File: config.mk
export PLATFORM = sky130hd
export DESIGN_NAME = capture_scheduler
export DESIGN_NICKNAME = d
export VERILOG_FILES = /design/src/rtl/capture_pkg.sv /design/src/rtl/probe_sync.sv /design/src/rtl/capture_scheduler.sv
export SDC_FILE = /design/constraint.sdc
export NUM_CORES = 1
export LEC_CHECK = 0
export BUFFER_PORTS_ARGS = -buffer_cell sky130_fd_sc_hd__buf_4
export CAP_MARGIN = 0
export CORE_AREA = 2 2 93 95
export CTS_CLUSTER_DIAMETER = 80
export CTS_CLUSTER_SIZE = 30
export DETAILED_ROUTE_END_ITERATION = 12
export DIE_AREA = 0 0 95 97
export PLACE_DENSITY_LB_ADDON = 0.05
export SLEW_MARGIN = 30
export SYNTH_ARGS = -nofsm -noshare
export SYNTH_HDL_FRONTEND = slang
export SYNTH_SLANG_ARGS = --single-unit
export TNS_END_PERCENT = 1
File: constraint.sdc
create_clock -name clock -period 3.35 [get_ports clock]
set_clock_uncertainty 0.1 [all_clocks]
set_input_delay 0.1675 -clock clock [delete_from_list [all_inputs] [get_ports clock]]
set_output_delay 0.1675 -clock clock [all_outputs]
set_load 0.05 [all_outputs]
File: src/rtl/capture_pkg.sv
// ============================================================================
// capture_pkg : shared encodings for the capture scheduler
// Revision    : 1.0 - initial release
// ============================================================================
`default_nettype none

package capture_pkg;

    typedef enum logic [2:0] {
        ST_IDLE    = 3'd0,
        ST_CLEAR   = 3'd1,
        ST_ARMED   = 3'd2,
        ST_CAPTURE = 3'd3,
        ST_DONE    = 3'd4
    } state_t;

    // trig_sel code that always means "trigger now"; any value >= DATA_W also does
    localparam logic [1:0] TRIG_IMMEDIATE = 2'd3;

    localparam int FRAME_W = 8;

endpackage

`default_nettype wire

File: src/rtl/probe_sync.sv
// ============================================================================
// probe_sync : 2-flop synchronizer with delayed copy and edge outputs
// Revision   : 1.0 - initial release
// ============================================================================
`default_nettype none

module probe_sync #(
    parameter int DATA_W = 3
) (
    input  logic              clock,
    input  logic              reset_n,
    input  logic [DATA_W-1:0] sample_in,
    output logic [DATA_W-1:0] s,
    output logic [DATA_W-1:0] rise,
    output logic [DATA_W-1:0] fall
);

    logic [DATA_W-1:0] meta;
    logic [DATA_W-1:0] s_d;

    always_ff @(posedge clock or negedge reset_n) begin
        if (!reset_n) begin
            meta <= '0;
            s    <= '0;
            s_d  <= '0;
        end else begin
            meta <= sample_in;
            s    <= meta;
            s_d  <= s;
        end
    end

    assign rise = s & ~s_d;
    assign fall = ~s & s_d;

endmodule

`default_nettype wire

File: src/rtl/capture_scheduler.sv
// ============================================================================
// capture_scheduler : owns the display-RAM write port (clear, arm, capture)
// Revision          : 1.0 - initial release
// ============================================================================
`default_nettype none

module capture_scheduler
    import capture_pkg::*;
#(
    parameter int ADDR_W = 16,
    parameter int DATA_W = 3,
    parameter int DIV_W  = 16
) (
    input  logic               clock,
    input  logic               reset_n,
    input  logic [DATA_W-1:0]  sample_in,
    input  logic               arm,
    input  logic               clear_req,
    input  logic [1:0]         trig_sel,
    input  logic               trig_rising,
    input  logic               continuous,
    input  logic [DIV_W-1:0]   div,
    output logic               wr_en,
    output logic [ADDR_W-1:0]  wr_addr,
    output logic [DATA_W-1:0]  wr_data,
    output logic [2:0]         state,
    output logic               busy,
    output logic [FRAME_W-1:0] frame_count
);

    logic [DATA_W-1:0] s;
    logic [DATA_W-1:0] rise;
    logic [DATA_W-1:0] fall;

    probe_sync #(.DATA_W(DATA_W)) u_probe_sync (
        .clock     (clock),
        .reset_n   (reset_n),
        .sample_in (sample_in),
        .s         (s),
        .rise      (rise),
        .fall      (fall)
    );

    state_t             cur_state, nxt_state;
    logic [ADDR_W:0]    ptr, ptr_nxt, ptr_inc;
    logic [DIV_W-1:0]   cnt, cnt_nxt;
    logic [DIV_W-1:0]   div_q, div_q_nxt;
    logic               wr_en_nxt;
    logic [ADDR_W-1:0]  wr_addr_nxt;
    logic [DATA_W-1:0]  wr_data_nxt;
    logic               busy_nxt;
    logic [FRAME_W-1:0] frame_nxt;
    logic               edge_hit;
    logic               immediate;
    logic               trigger;

    // ptr carries one extra bit so reaching 2^ADDR_W is visible without wrap
    assign ptr_inc = ptr + 1'b1;

    always_comb begin
        edge_hit  = 1'b0;
        immediate = (trig_sel == TRIG_IMMEDIATE) || (int'(trig_sel) >= DATA_W);
        for (int i = 0; i < DATA_W; i++) begin
            if (int'(trig_sel) == i) begin
                edge_hit = trig_rising ? rise[i] : fall[i];
            end
        end
        trigger = immediate || edge_hit;
    end

    always_comb begin
        nxt_state   = cur_state;
        ptr_nxt     = ptr;
        cnt_nxt     = cnt;
        div_q_nxt   = div_q;
        wr_en_nxt   = 1'b0;
        wr_addr_nxt = wr_addr;
        wr_data_nxt = wr_data;
        frame_nxt   = frame_count;

        case (cur_state)
            ST_IDLE: begin
                if (clear_req) begin
                    nxt_state = ST_CLEAR;
                    ptr_nxt   = '0;
                end else if (arm) begin
                    nxt_state = ST_ARMED;
                end
            end
            ST_CLEAR: begin
                wr_en_nxt   = 1'b1;
                wr_addr_nxt = ptr[ADDR_W-1:0];
                wr_data_nxt = '0;
                ptr_nxt     = ptr_inc;
                if (ptr_inc[ADDR_W]) begin
                    nxt_state = ST_IDLE;
                    ptr_nxt   = '0;
                end
            end
            ST_ARMED: begin
                if (clear_req) begin
                    nxt_state = ST_CLEAR;
                    ptr_nxt   = '0;
                end else if (trigger) begin
                    nxt_state = ST_CAPTURE;
                    div_q_nxt = div;
                    ptr_nxt   = '0;
                    cnt_nxt   = '0;
                end
            end
            ST_CAPTURE: begin
                if (clear_req) begin
                    nxt_state = ST_CLEAR;
                    ptr_nxt   = '0;
                end else if (cnt == '0) begin
                    wr_en_nxt   = 1'b1;
                    wr_addr_nxt = ptr[ADDR_W-1:0];
                    wr_data_nxt = s;
                    ptr_nxt     = ptr_inc;
                    cnt_nxt     = div_q;
                    if (ptr_inc[ADDR_W]) begin
                        nxt_state = ST_DONE;
                        ptr_nxt   = '0;
                        frame_nxt = frame_count + 1'b1;
                    end
                end else begin
                    cnt_nxt = cnt - 1'b1;
                end
            end
            ST_DONE: begin
                if (clear_req) begin
                    nxt_state = ST_CLEAR;
                    ptr_nxt   = '0;
                end else if (continuous || arm) begin
                    nxt_state = ST_ARMED;
                end
            end
            default: begin
                nxt_state = ST_IDLE;
                ptr_nxt   = '0;
            end
        endcase

        busy_nxt = (nxt_state == ST_CLEAR) || (nxt_state == ST_CAPTURE);
    end

    always_ff @(posedge clock or negedge reset_n) begin
        if (!reset_n) begin
            cur_state   <= ST_IDLE;
            ptr         <= '0;
            cnt         <= '0;
            div_q       <= '0;
            wr_en       <= 1'b0;
            wr_addr     <= '0;
            wr_data     <= '0;
            busy        <= 1'b0;
            frame_count <= '0;
        end else begin
            cur_state   <= nxt_state;
            ptr         <= ptr_nxt;
            cnt         <= cnt_nxt;
            div_q       <= div_q_nxt;
            wr_en       <= wr_en_nxt;
            wr_addr     <= wr_addr_nxt;
            wr_data     <= wr_data_nxt;
            busy        <= busy_nxt;
            frame_count <= frame_nxt;
        end
    end

    assign state = cur_state;

endmodule

`default_nettype wire
==> Yosys cells after proc, flatten, opt, wreduce, memory -nomap -nowiden <==
Cells that the tools add are included.
{ "word_totals": {"regBits": 90, "out_inout_bits": 32, "elab_cells": 90} }
{ "op_classes": {"n_addsub": 3, "magnitude_cmp": 1, "n_eq_ne": 16, "n_mux": 38, "bitwise_logic": 5, "n_reduce_logical": 15} }
{ "op_table": {"columns": ["op", "count"], "rows": [
  ["two-way mux 16 bit", 7],
  ["two-way mux 17 bit", 5],
  ["one-hot mux 17 bit (4 select lines)", 1],
  ["one-hot mux 16 bit (2 select lines)", 2],
  ["two-way mux 3 bit", 12],
  ["adder 17 x 1 -> 17 bit (second input constant)", 1],
  ["logical NOT 16 bit", 1],
  ["subtractor 16 x 1 -> 16 bit (second input constant)", 1],
  ["one-hot mux 3 bit (5 select lines)", 1],
  ["== test 3 x 2 -> 1 bit (second input constant)", 3],
  ["AND reduction 3 bit", 3],
  ["adder 8 x 1 -> 8 bit (second input constant)", 1],
  ["two-way mux 1 bit", 8],
  ["!= test 2 bit (second input constant)", 4],
  ["AND reduction 4 bit", 2],
  ["AND 3 bit", 2],
  ["== test 2 bit (second input constant)", 3],
  ["== test 3 x 1 -> 1 bit (second input constant)", 2],
  ["!= test 3 bit (second input constant)", 2],
  ["NOT 3 bit", 2],
  ["one-hot mux 3 bit (2 select lines)", 1],
  ["logical OR 1 bit", 4],
  ["nonzero test 2 bit", 2],
  ["== test 3 bit (second input constant)", 1],
  ["other kinds (7)", 7]
]} }

==> Logic depth before layout (Yosys ltp) <==
Gate-level depths: netlist (run 1).
{ "logic_depth": {"word_depth": 12, "depth_mapped": 7, "ltp_nobuf": 7} }

==> Modules after synthesis <==
Synthesis (run 1) repeated with hierarchy kept, for this count alone.
{ "hier_totals": {"cells_unflattened": 407, "hier_area_um2": 4468.0} }
{ "modules_own_cells": {"columns": ["module", "n_inst", "cells_each", "area_each_um2", "seq_area_each_um2"], "rows": [
  ["capture_scheduler", 1, 392, 4190.3, 2001.9],
  ["probe_sync", 1, 15, 277.8, 225.2]
]} }

==> Least setup slack after synthesis (run 1) <==
OpenSTA, ideal clock, no wires.
{ "synth_path": {"kind": "register -> register", "start": "register cur_state[1], in the netlist state[1]", "end": "register div_q[10]", "setup_time_ns": 0.125, "arrival_ns": 2.417, "required_time_ns": 3.125, "setup_slack_ns": 0.708, "path_stages_with_launch": 7, "path_buffers": 3, "synth_period_minus_slack_ns": 2.642, "path_cell_list": "dfrtp_1 clkbuf_1 nor2b_1 and4_1 clkbuf_1 buf_1 mux2_2"} }
{ "synth_via": {"elab_chain_len": 2} }
{ "synth_rtl": {"columns": ["element", "line_no", "source"], "rows": [
  ["from (decl)", "capture_scheduler.sv:44", "state_t cur_state, nxt_state;"],
  ["from (signal assigned)", "capture_scheduler.sv:159", "cur_state <= nxt_state;"],
  ["== test 3 x 2 -> 1 bit", "capture_scheduler.sv:81", "case (cur_state)"],
  ["AND reduction 3 bit (no source line)", null, null],
  ["to (signal assigned)", "capture_scheduler.sv:162", "div_q <= div_q_nxt;"],
  ["to (decl)", "capture_scheduler.sv:47", "logic [DIV_W-1:0] div_q, div_q_nxt;"]
]} }
No other way between the ends.
A chain may end at the register's enable or synchronous reset.

==> Final worst setup path (run 1) <==
{ "layout_path": {"start": "register cnt[2]", "end": "register wr_data[0]"} }
{ "layout_via": {"elab_chain_len": 3} }
{ "layout_rtl": {"columns": ["element", "line_no", "source"], "rows": [
  ["from (decl)", "capture_scheduler.sv:46", "logic [DIV_W-1:0] cnt, cnt_nxt;"],
  ["from (signal assigned)", "capture_scheduler.sv:161", "cnt <= cnt_nxt;"],
  ["logical NOT 16 bit", "capture_scheduler.sv:115", "end else if (cnt == '0) begin"],
  ["!= test 2 bit (no source line)", null, null],
  ["AND reduction 3 bit (no source line)", null, null],
  ["to (signal assigned)", "capture_scheduler.sv:165", "wr_data <= wr_data_nxt;"],
  ["to (decl)", "capture_scheduler.sv:25", "output logic [DATA_W-1:0] wr_data,"]
]} }
No other way between the ends.

==> results of run 1 <==
-- flip-flops by register name, summed over array words and instances (netlist names) --
register / cells
div_q: 16
state: 3
u_probe_sync.s_d: 3
u_probe_sync.meta: 3
wr_data: 3
wr_addr: 16
cnt: 16
frame_count: 8
ptr: 16
u_probe_sync.s: 3
wr_en: 1
busy: 1
-- critical path, stage by stage, from the launching register on --
cell	delay, ns
sky130_fd_sc_hd__dfrtp_1	0.44
sky130_fd_sc_hd__or4_4	0.56
sky130_fd_sc_hd__or4b_4	0.58
sky130_fd_sc_hd__o31ai_2	0.18
sky130_fd_sc_hd__nand2_1	0.27
sky130_fd_sc_hd__buf_4	0.32
sky130_fd_sc_hd__mux2_4	0.32
-- worst paths after layout --
check                                          startpoint                           to  slack [ns]  cells after the start
min                                            continuous           state[2]$_DFF_PN0_        0.03                      4
max reg2reg                            cnt[2]$_DFFE_PN0P_       wr_data[0]$_DFFE_PN0P_        0.47                      6
max                                    cnt[2]$_DFFE_PN0P_       wr_data[0]$_DFFE_PN0P_        0.47                      6
min in group asynchronous                         reset_n       wr_addr[7]$_DFFE_PN0P_        0.31                      3
min reg2reg                u_probe_sync.meta[0]$_DFF_PN0_  u_probe_sync.s[0]$_DFF_PN0_        0.26                      0
max in group asynchronous                         reset_n           cnt[3]$_DFFE_PN0P_        2.37                      3
-- layout make-up --
class	count	area [µm²]	area share (%)
Sequential cell	89	2227	41.20
Timing Repair Buffer	92	743.2	13.75
Tap cell	105	131.4	2.431
Clock buffer	10	137.6	2.546
Clock inverter	6	41.29	0.7639
Inverter	12	45.04	0.8333
Multi-Input combinational cell	290	2079	38.47
-- where the power goes --
group	switching [mW]	total [mW]	internal (mW)
combinational	1.11	1.85	0.743
sequential	0.237	1.54	1.31
clock	0.389	0.678	0.290
-- per-stage QoR --
| step | power (mW) | setup WS [ns] | std cells | utilization, % |
|---|---|---|---|---|
| 2_1_floorplan | 2.888 | 0.7084 | 407 | - |
| 3_3_place_gp | 3.341 | 0.5047 | 567 | 61.67 |
| 3_5_place_dp | 3.384 | 0.4606 | 567 | 61.67 |
| 4_1_cts | 4.080 | 0.4464 | 604 | 66.45 |
| 5_1_grt | 4.348 | 0.3419 | 604 | 66.45 |
| 6_report | 4.071 | 0.4689 | 604 | 66.45 |
-- layer usage --
metal  vias to the layer above  global-route usage [%]  part of all wire [%]
met5                         -                       0                     0
met4                         0                   6.466                   1.3
met3                        12                   4.283                   4.2
met2                        88                   35.68                    49
met1                      1741                   32.46                    45
li1                       1713                       -                     -
-- timing repair --
| item | in CTS | in global routing |
|---|---|---|
| endpoints found under the hold margin | 109 | 0 |
| setup endpoints to repair | 0 | 0 |
| hold buffers | 21 | 0 |
-- layout by cell type, fill, tap and decap left out, types with 3 or more instances in the layout --
cell,netlist,routed
sky130_fd_sc_hd__a21oi_1,25,25
sky130_fd_sc_hd__a31oi_1,22,22
sky130_fd_sc_hd__and2_1,3,3
sky130_fd_sc_hd__and3_1,11,11
sky130_fd_sc_hd__and3b_1,3,3
sky130_fd_sc_hd__and4_1,3,3
sky130_fd_sc_hd__buf_4,0,71
sky130_fd_sc_hd__clkbuf_8,0,10
sky130_fd_sc_hd__clkinvlp_4,0,3
sky130_fd_sc_hd__dfrtp_1,89,89
sky130_fd_sc_hd__dlygate4sd3_1,0,21
sky130_fd_sc_hd__ha_1,4,4
sky130_fd_sc_hd__inv_1,12,12
sky130_fd_sc_hd__mux2_2,17,17
sky130_fd_sc_hd__mux2_4,19,19
sky130_fd_sc_hd__mux2i_1,4,4
sky130_fd_sc_hd__nand2_1,26,26
sky130_fd_sc_hd__nand2b_1,7,7
sky130_fd_sc_hd__nand3_1,10,10
sky130_fd_sc_hd__nand4_1,6,6
sky130_fd_sc_hd__nor2_1,16,16
sky130_fd_sc_hd__nor2b_1,3,3
sky130_fd_sc_hd__nor3_1,14,14
sky130_fd_sc_hd__nor3b_1,4,4
sky130_fd_sc_hd__nor4_1,11,11
sky130_fd_sc_hd__o21a_1,3,3
sky130_fd_sc_hd__o21ai_0,23,23
sky130_fd_sc_hd__o2bb2ai_1,9,9
sky130_fd_sc_hd__o31ai_1,4,4
sky130_fd_sc_hd__or3_1,4,4
sky130_fd_sc_hd__xor2_1,7,7
-- cells by family after synthesis --
logic type                 after synthesis
DFF                                     89
muxes                                   40
buffers and inverters                   28
AOI/OAI and AO/OA                      106
adders and majority gates                4
and+or+nand+nor                        133
xor gates and xnor gates                 7
==> flow_summary.json, run 1 <==
{
  "synthesis.nets": 438,
  "die_w_um": 95,
  "row_count": 33,
  "layout-area-overhead-vs-synth_pct": 22.00,
  "power_density_nw_per_um2": 753.2,
  "cts.reportedPaths.clkPinSlew_ns": 0.09,
  "setup-violations-final": 0,
  "synthSimpleGateAreaFrac_pct": 17.20,
  "synth.most_common_cell": "sky130_fd_sc_hd__dfrtp_1",
  "muxShareOfSynthArea_pct": 11.66,
  "htree_levels": 3,
  "final_design_area_no_fill_um2": 5405,
  "grt_max_degree": 49,
  "tns_ns": 0,
  "ratio_of_cells_with_drive_above_1_in_the_final_layout_pct": 26.25,
  "synth-adder-area-share_pct": 1.130,
  "grt_setup_unrepaired": "false",
  "design.die.area_um2": 9215,
  "compound_cell_area_share_of_the_yosys_netlist_pct": 15.56,
  "synth-edff-count": 0,
  "achievable-frequency_mhz": 347.1,
  "gr-usage-all-layers_pct": 22.82,
  "cts_tree": "built",
  "dominant_combinational_cell_family_by_area_after_synthesis": "simple AND/OR/NAND/NOR gates",
  "synth_largest_area_cell": "sky130_fd_sc_hd__dfrtp_1",
  "gp_congestion": 0.8884,
  "fp.coreArea_um2": 8134,
  "min_period_over_period_pct": 86.00,
  "dr.pass1.iters": 4,
  "die_h_um": 97,
  "tightestPinTransition_ns": 0.7315,
  "timing.max_cap.violations": 0,
  "wire_per_inst_um": 16.75,
  "postSynthCellCount": 407,
  "critical_path_class": "register to register",
  "synthTopCellsByCount": "sky130_fd_sc_hd__dfrtp_1 (89), sky130_fd_sc_hd__nand2_1 (26), sky130_fd_sc_hd__a21oi_1 (25), sky130_fd_sc_hd__o21ai_0 (23), sky130_fd_sc_hd__a31oi_1 (22)",
  "antenna_cells_inserted": 0,
  "critical_path.endpoint_type": "register",
  "grt_pass1_vias": 3428,
  "dpl.hpwl_um": 7123,
  "hold_ws_ns": 0.02816,
  "post-cts-setup-buffers": 0,
  "timing.slew.headroom_pct": 51.13,
  "path_max_fanout": 15,
  "nNetsFinal": 525,
  "synth.area.top_cells": "sky130_fd_sc_hd__dfrtp_1 (50%), sky130_fd_sc_hd__mux2_4 (6.4%), sky130_fd_sc_hd__mux2_2 (4.3%), sky130_fd_sc_hd__a31oi_1 (3.1%), sky130_fd_sc_hd__a21oi_1 (2.8%)",
  "initial_utilization_pct": 54.47,
  "fin_crit_ns": 2.881,
  "ys.warnings.count": 0,
  "cts.sinks": 89,
  "outcome": "complete, no violations",
  "first_pass_grt_wire_length_um": 16770,
  "synth_seq_area_share_pct": 50.27,
  "fillers": 659,
  "vias": 3554,
  "critical_path.startpoint_type": "register",
  "synth.cell_area_um2": 4430,
  "synthFlopType": "sky130_fd_sc_hd__dfrtp_1",
  "avgSynthCellArea_um2": 10.89,
  "remaining_drc_errors": 0,
  "cp.required_ns": 3.49,
  "io-pin-count": 59,
  "dpl_cell_area_um2": 5016,
  "port-buffer-count": 58,
  "route.final.wire_length_um": 10120,
  "clk-insertion-delay-late_ns": 0.35,
  "power.leakage_nw": 2.565,
  "tritoncts.num_buffers": 9,
  "detail_route.iter0.violations": 151,
  "synth-async-reset-ratio_pct": 100.0,
  "grt_antenna_before_repair": 0,
  "cp.arrival_ns": 3.02,
  "vdd.ir_drop.worst_uv": 393.2,
  "ctsResizeCount": 0,
  "synth_top_area_share_pct": 50.27,
  "hold_class": "input port to register",
  "synth-seq-cells": 89,
  "root_buffer_selected_by_cts": "sky130_fd_sc_hd__clkbuf_8",
  "postRouteAntennaNets": 0,
  "final-max-slew-violation-count": 0,
  "grt_overflow": 0,
  "yosys.area_share.xor_xnor_pct": 1.384,
  "report.final.hold_viol_count": 0,
  "post_drt_via_cell_ratio": 5.884,
  "synth.lib_cells_used.distinct": 56,
  "clk_path_buf_depth": 2
}
Note: power is estimated with default switching activity, not from simulation.
==> run 2: changes to the inputs <==
Settings changed: PLACE_DENSITY set to 0.76, PLACE_DENSITY_LB_ADDON 0.05 to unset.
==> run 2 against run 1 <==
Final cell count shrank 0.50%. First-iteration DRC count grew 69%. Register-to-register slack gained 0.24 ns. Design area is essentially flat. Power grew 2.0%. Non-clock buffer count shrank 3. Worst setup slack gained 0.24 ns. Maximum frequency grew 9.0%. Utilization grew 0.062 points. Sequential share of layout area is essentially flat. Worst hold slack gained 0.047 ns.
==> flow_summary.json, run 2 (synthesis gave the netlist of run 1 again) <==
{
  "tritoncts.num_buffers": 9,
  "post_drt_via_cell_ratio": 5.794,
  "grt_setup_unrepaired": "false",
  "post_layout_nonfiller_instances": 601,
  "power_density_nw_per_um2": 767.8,
  "vdd.ir_drop.worst_uv": 428.8,
  "grt_max_degree": 90,
  "clk_path_buf_depth": 2,
  "tns_ns": 0,
  "die_w_um": 95,
  "dp_cells": 564,
  "critical_path.startpoint_type": "register",
  "power.leakage_nw": 2.571,
  "cpMaxStageDelayCell": "sky130_fd_sc_hd__or4_4",
  "grt_pass1_vias": 3556,
  "row_count": 33,
  "worstPathCellList": "or4_4, or4b_4, o31ai_2, nand2_1, buf_4, mux2_4",
  "port-buffer-count": 58,
  "mostFrequentLayoutCells": "sky130_fd_sc_hd__dfrtp_1 (89), sky130_fd_sc_hd__buf_4 (67), sky130_fd_sc_hd__nand2_1 (26)",
  "multiInputGateArea_um2": 2079,
  "final-max-slew-violation-count": 0,
  "mostFrequentLayoutCell": "sky130_fd_sc_hd__dfrtp_1",
  "total_power_mw": 4.154,
  "design.die.area_um2": 9215,
  "outcome": "complete, no violations",
  "timing.max_cap.violations": 0,
  "hp-start": "arm",
  "remaining_drc_errors": 0,
  "antenna_cells_inserted": 0,
  "cp.required_ns": 3.49,
  "fin_crit_ns": 2.643,
  "critical_path.endpoint_type": "register",
  "fillers": 623,
  "vias": 3482,
  "ratio_of_cells_with_drive_above_1_in_the_final_layout_pct": 25.81,
  "hold_class": "input port to register",
  "initial_utilization_pct": 54.47,
  "first_pass_grt_wire_length_um": 16790,
  "cts.sinks": 89,
  "setup-violations-final": 0,
  "gr-usage-all-layers_pct": 22.69,
  "cpPeakStageDelay_ns": 0.60,
  "seqCellArea_um2": 2227,
  "grt_overflow": 0,
  "critical_path_class": "register to register",
  "layout-area-overhead-vs-synth_pct": 22.11,
  "grt_antenna_before_repair": 0,
  "cp.arrival_ns": 2.78,
  "io-pin-count": 59,
  "timing.critical_path.from": "cnt[13]$_DFFE_PN0P_",
  "final_util_pct": 66.51,
  "cts.reportedPaths.clkPinSlew_ns": 0.09,
  "achievable-frequency_mhz": 378.3,
  "route.final.wire_length_um": 9817,
  "dr.pass1.iters": 4,
  "clk-insertion-delay-late_ns": 0.36,
  "htree_levels": 3,
  "min_period_over_period_pct": 78.90,
  "nNetsFinal": 522,
  "timing.slew.headroom_pct": 48.58,
  "detail_route.iter0.violations": 255,
  "gp_congestion": 0.9596,
  "root_buffer_selected_by_cts": "sky130_fd_sc_hd__clkbuf_8",
  "die_h_um": 97,
  "cts_tree": "built",
  "fp.coreArea_um2": 8134,
  "ctsResizeCount": 0,
  "postRouteAntennaNets": 0,
  "dpl.hpwl_um": 6797,
  "path_max_fanout": 13,
  "worst_r2r_startpoint": "cnt[13]$_DFFE_PN0P_",
  "tightestPinTransition_ns": 0.7713,
  "wire_per_inst_um": 16.33,
  "report.final.hold_viol_count": 0
}
-- run 2: changes by cell type in the layout (fill, tap and decap cells not counted) --
cell                         change
sky130_fd_sc_hd__buf_4           -4
sky130_fd_sc_hd__bufinv_16       +1
sky130_fd_sc_hd__inv_6           +1
sky130_fd_sc_hd__buf_6           +1
sky130_fd_sc_hd__clkinvlp_4      -2
-- run 2: worst max-delay path, delay by kind of cell (launching register included) --
family / cells / cell delay, ns
simple gates: 3 / 1.25
mux: 1 / 0.32
compound gates: 1 / 0.20
buf+inv: 1 / 0.22
flops: 1 / 0.44
-- run 2: final cells by class --
| class | instances | area share, % |
|---|---|---|
| clock inverter | 6 | 1.203 |
| timing repair buffer | 89 | 13.39 |
| inverter | 12 | 0.8326 |
| tap | 105 | 2.428 |
| multi-input combinational | 290 | 38.44 |
| sequential | 89 | 41.17 |
| clock buffer | 10 | 2.544 |
-- run 2: repair_timing --
action                                 CTS  global route
setup buffers                            0             0
hold buffers                            21             0
setup endpoints to repair                0             0
endpoints found under the hold margin  109             0
-- run 2: stage by stage --
step	setup WS (ns)	instance area, µm²	hold slack [ns]
after CTS	0.7028	5410	0.06277
after floorplan	0.7084	4431	-0.2281
after global placement	0.7543	4994	0.1767
after global routing	0.5700	5410	0.07051
after detailed placement	0.7150	4997	0.1779
final	0.7068	5410	0.07516
-- run 2: routing by layer --
layer,vias to the layer above,track usage [%],routed length [µm],part of all wire [%]
met3,15,3.583,357,3.6
met5,-,0,0,0
met4,0,7.135,155,1.6
li1,1693,-,-,-
met1,1676,29.95,4271,44
met2,98,38.08,5032,51
-- run 2: worst paths after layout --
check / endpoint / slack [ns] / cells past startpoint
setup / recovery: wr_addr[9]$_DFFE_PN0P_ / 0.71 / 6
hold / removal: state[2]$_DFF_PN0_ / 0.08 / 4
setup reg to reg: wr_addr[9]$_DFFE_PN0P_ / 0.71 / 6
hold reg to reg: u_probe_sync.s[1]$_DFF_PN0_ / 0.25 / 0
max in group asynchronous: div_q[2]$_DFFE_PN0P_ / 2.29 / 2
min in group asynchronous: wr_addr[12]$_DFFE_PN0P_ / 0.33 / 2
-- run 2: where the power goes --
group          leakage (nW)  switching, mW  internal [mW]
Clock                 0.103          0.393          0.368
Sequential             1.18          0.237           1.30
Combinational          1.29           1.10          0.749
Total                  2.57           1.73           2.42
==> run 3: changes to the inputs <==
Settings changed: CORE_AREA 2 2 93 95 to 2 2 96 98, DIE_AREA 0 0 95 97 to 0 0 98 100, PLACE_DENSITY 0.76 to 0.74.
Clock period 3.35 ns to 2.2 ns, I/O delays scaled along.
==> run 3 against run 2 <==
The flow now finishes with violations (setup timing). Non-clock buffer count rose by 43. Count of clock-buffer cells in the layout did not move. Worst setup slack got worse by 0.99 ns. Flip-flop and latch count did not move. Utilization rose by 0.20 points. Clock power rose by 67%. Sequential share of layout area fell by 3.6 points. Worst hold slack improved by 0.058 ns. First-iteration DRC count rose by 5.1%. Critical path depth did not move. Via count rose by 9.4%. Highest routed layer unchanged.
==> flow_summary.json, run 3 (synthesis gave the netlist of run 1 again) <==
{
  "outcome": "complete, but fails checks",
  "violations": "setup timing",
  "fp.coreArea_um2": 8890,
  "htree_levels": 3,
  "dr.pass1.iters": 5,
  "cts.reportedPaths.clkPinSlew_ns": 0.09,
  "final-max-slew-violation-count": 0,
  "tritoncts.num_buffers": 9,
  "mostFrequentLayoutCells": "sky130_fd_sc_hd__buf_4 (103), sky130_fd_sc_hd__dfrtp_1 (88), sky130_fd_sc_hd__nand2_1 (25), sky130_fd_sc_hd__a21oi_1 (25), sky130_fd_sc_hd__dlygate4sd3_1 (23)",
  "path_max_fanout": 10,
  "cp.arrival_ns": 2.63,
  "setup-violations-final": 53,
  "die_w_um": 98,
  "timing.slew.headroom_pct": 63.25,
  "grt_max_degree": 56,
  "critical_path.startpoint_type": "register",
  "grt_antenna_before_repair": 0,
  "die_h_um": 100,
  "mostFrequentLayoutCell": "sky130_fd_sc_hd__buf_4",
  "hp-start": "continuous",
  "grtUsageMet2_pct": 37.62,
  "wire_per_inst_um": 16.46,
  "hold_class": "input port to register",
  "gp_congestion": 0.9035,
  "r2r_setup_slack_ns": -0.29,
  "grt_setup_unrepaired": "true",
  "antenna_cells_inserted": 0,
  "tightestPinTransition_ns": 0.5513,
  "grt_pass1_vias": 3806,
  "final_design_area_no_fill_um2": 5931,
  "post_drt_via_cell_ratio": 5.860,
  "total_power_mw": 7.152,
  "fin_crit_ns": 2.486,
  "nNetsFinal": 565,
  "globalRouteMet1Util_pct": 29.12,
  "tns_ns": -10.63,
  "power.leakage_nw": 2.855,
  "initial_utilization_pct": 49.84,
  "row_count": 35,
  "report.final.hold_viol_count": 0,
  "cp.required_ns": 2.35,
  "worst_r2r_startpoint": "cnt[3]$_DFFE_PN0P_",
  "timing.max_cap.violations": 0,
  "first_pass_grt_wire_length_um": 17980,
  "post_layout_nonfiller_instances": 650,
  "route.final.wire_length_um": 10700,
  "globalRoute.busiestLayer": "met2",
  "layout-area-overhead-vs-synth_pct": 33.86,
  "min_path_cells": 5,
  "ratio_of_cells_with_drive_above_1_in_the_final_layout_pct": 33.77,
  "root_buffer_selected_by_cts": "sky130_fd_sc_hd__clkbuf_8",
  "achievable-frequency_mhz": 402.3,
  "clk-insertion-delay-late_ns": 0.36,
  "cts.sinks": 89,
  "power_density_nw_per_um2": 1206,
  "timing.final.ws_setup_ns": -0.2857,
  "critical_path_class": "register to register",
  "remaining_drc_errors": 0,
  "clk_path_buf_depth": 2,
  "critical_path.endpoint_type": "register",
  "reg2reg_depth": 6,
  "vias": 3809,
  "dpl.hpwl_um": 7474,
  "port-buffer-count": 58,
  "post-cts-setup-buffers": 0,
  "worst_r2r_endpoint": "wr_addr[8]$_DFFE_PN0P_",
  "design.die.area_um2": 9800,
  "io-pin-count": 59,
  "grt_overflow": 0,
  "cts_tree": "built",
  "grt.met3_usage_pct": 3.969,
  "detail_route.iter0.violations": 268,
  "postRouteAntennaNets": 0,
  "dp_cells": 610,
  "vdd.ir_drop.worst_uv": 867.9,
  "dpl_cell_area_um2": 5328,
  "min_delay_worst_endpoint": "state[1]$_DFF_PN0_",
  "gr-usage-all-layers_pct": 22.71,
  "min_period_over_period_pct": 113.0
}
run 3: cell types whose count changed in the layout (fill, tap and decap cells not counted), sizes merged:
cell         previous run  this run
buf                    68       108
inv                    14        13
clkbuf                 10        11
dlygate4sd3            21        23
bufinv                  1         2
run 3: worst max-delay path: stages, from the launching register on:
cell and delay (ns):
sky130_fd_sc_hd__dfrtp_1 0.38, sky130_fd_sc_hd__or4_4 0.53, sky130_fd_sc_hd__or4b_4 0.55, sky130_fd_sc_hd__o31ai_4 0.19
sky130_fd_sc_hd__nand2_2 0.13, sky130_fd_sc_hd__clkbuf_16 0.20, sky130_fd_sc_hd__mux2_4 0.29
run 3: through the flow:
step / hold slack [ns] / worst slack [ns] / utilization, %
5_1_grt: 0.1635 / -0.3314 / 66.71
3_3_place_gp: 0.0001830 / -0.2356 / 59.93
4_1_cts: 0.09695 / -0.2709 / 65.94
2_1_floorplan: -0.2856 / -0.2668 / -
6_report: 0.1330 / -0.2857 / 66.71
3_5_place_dp: 0.004550 / -0.2908 / 59.93
run 3: repair_timing:
item / in CTS / in global routing
hold buffers: 23 / 0
setup endpoints to repair: 74 / 78
gates cloned: 0 / 1
endpoints found under the hold margin: 55 / 0
gates resized for setup: 16 / 10
pin swaps: 2 / 3
run 3: how the worst max path moves through the flow:
stage | depth (start not counted) | startpoint | end
floorplan | 6 | cnt[3]$_DFFE_PN0P_ | wr_addr[10]$_DFFE_PN0P_
global placement | 6 | cnt[3]$_DFFE_PN0P_ | wr_addr[6]$_DFFE_PN0P_
detailed placement | 7 | cnt[3]$_DFFE_PN0P_ | ptr[14]$_DFFE_PN0P_
CTS | 6 | cnt[3]$_DFFE_PN0P_ | wr_addr[8]$_DFFE_PN0P_
global route | 6 | cnt[3]$_DFFE_PN0P_ | wr_addr[12]$_DFFE_PN0P_
finish | 6 | cnt[3]$_DFFE_PN0P_ | wr_addr[8]$_DFFE_PN0P_
run 3: per-layer routing:
metal	wire [µm]	vias up	part of all wire, %
met4	270	0	2.5
met5	0	-	0
li1	-	1787	-
met2	5306	153	50
met3	647	26	6.0
met1	4478	1843	42
run 3: cell type report:
cell class              count  area [µm²]
repair buffers            132        1106
fillers                   682        2959
well taps                 111       138.9
flip-flops and latches     89        2228
clock inverters             6       90.09
inverters                  12       45.04
multi-input cells         290        2185
clock buffers              10       137.6
run 3: power breakdown:
part           leakage (nW)  switching, mW  internal [mW]
sequential             1.18          0.257           1.99
combinational          1.57           2.03           1.61
clock                 0.113          0.596          0.675
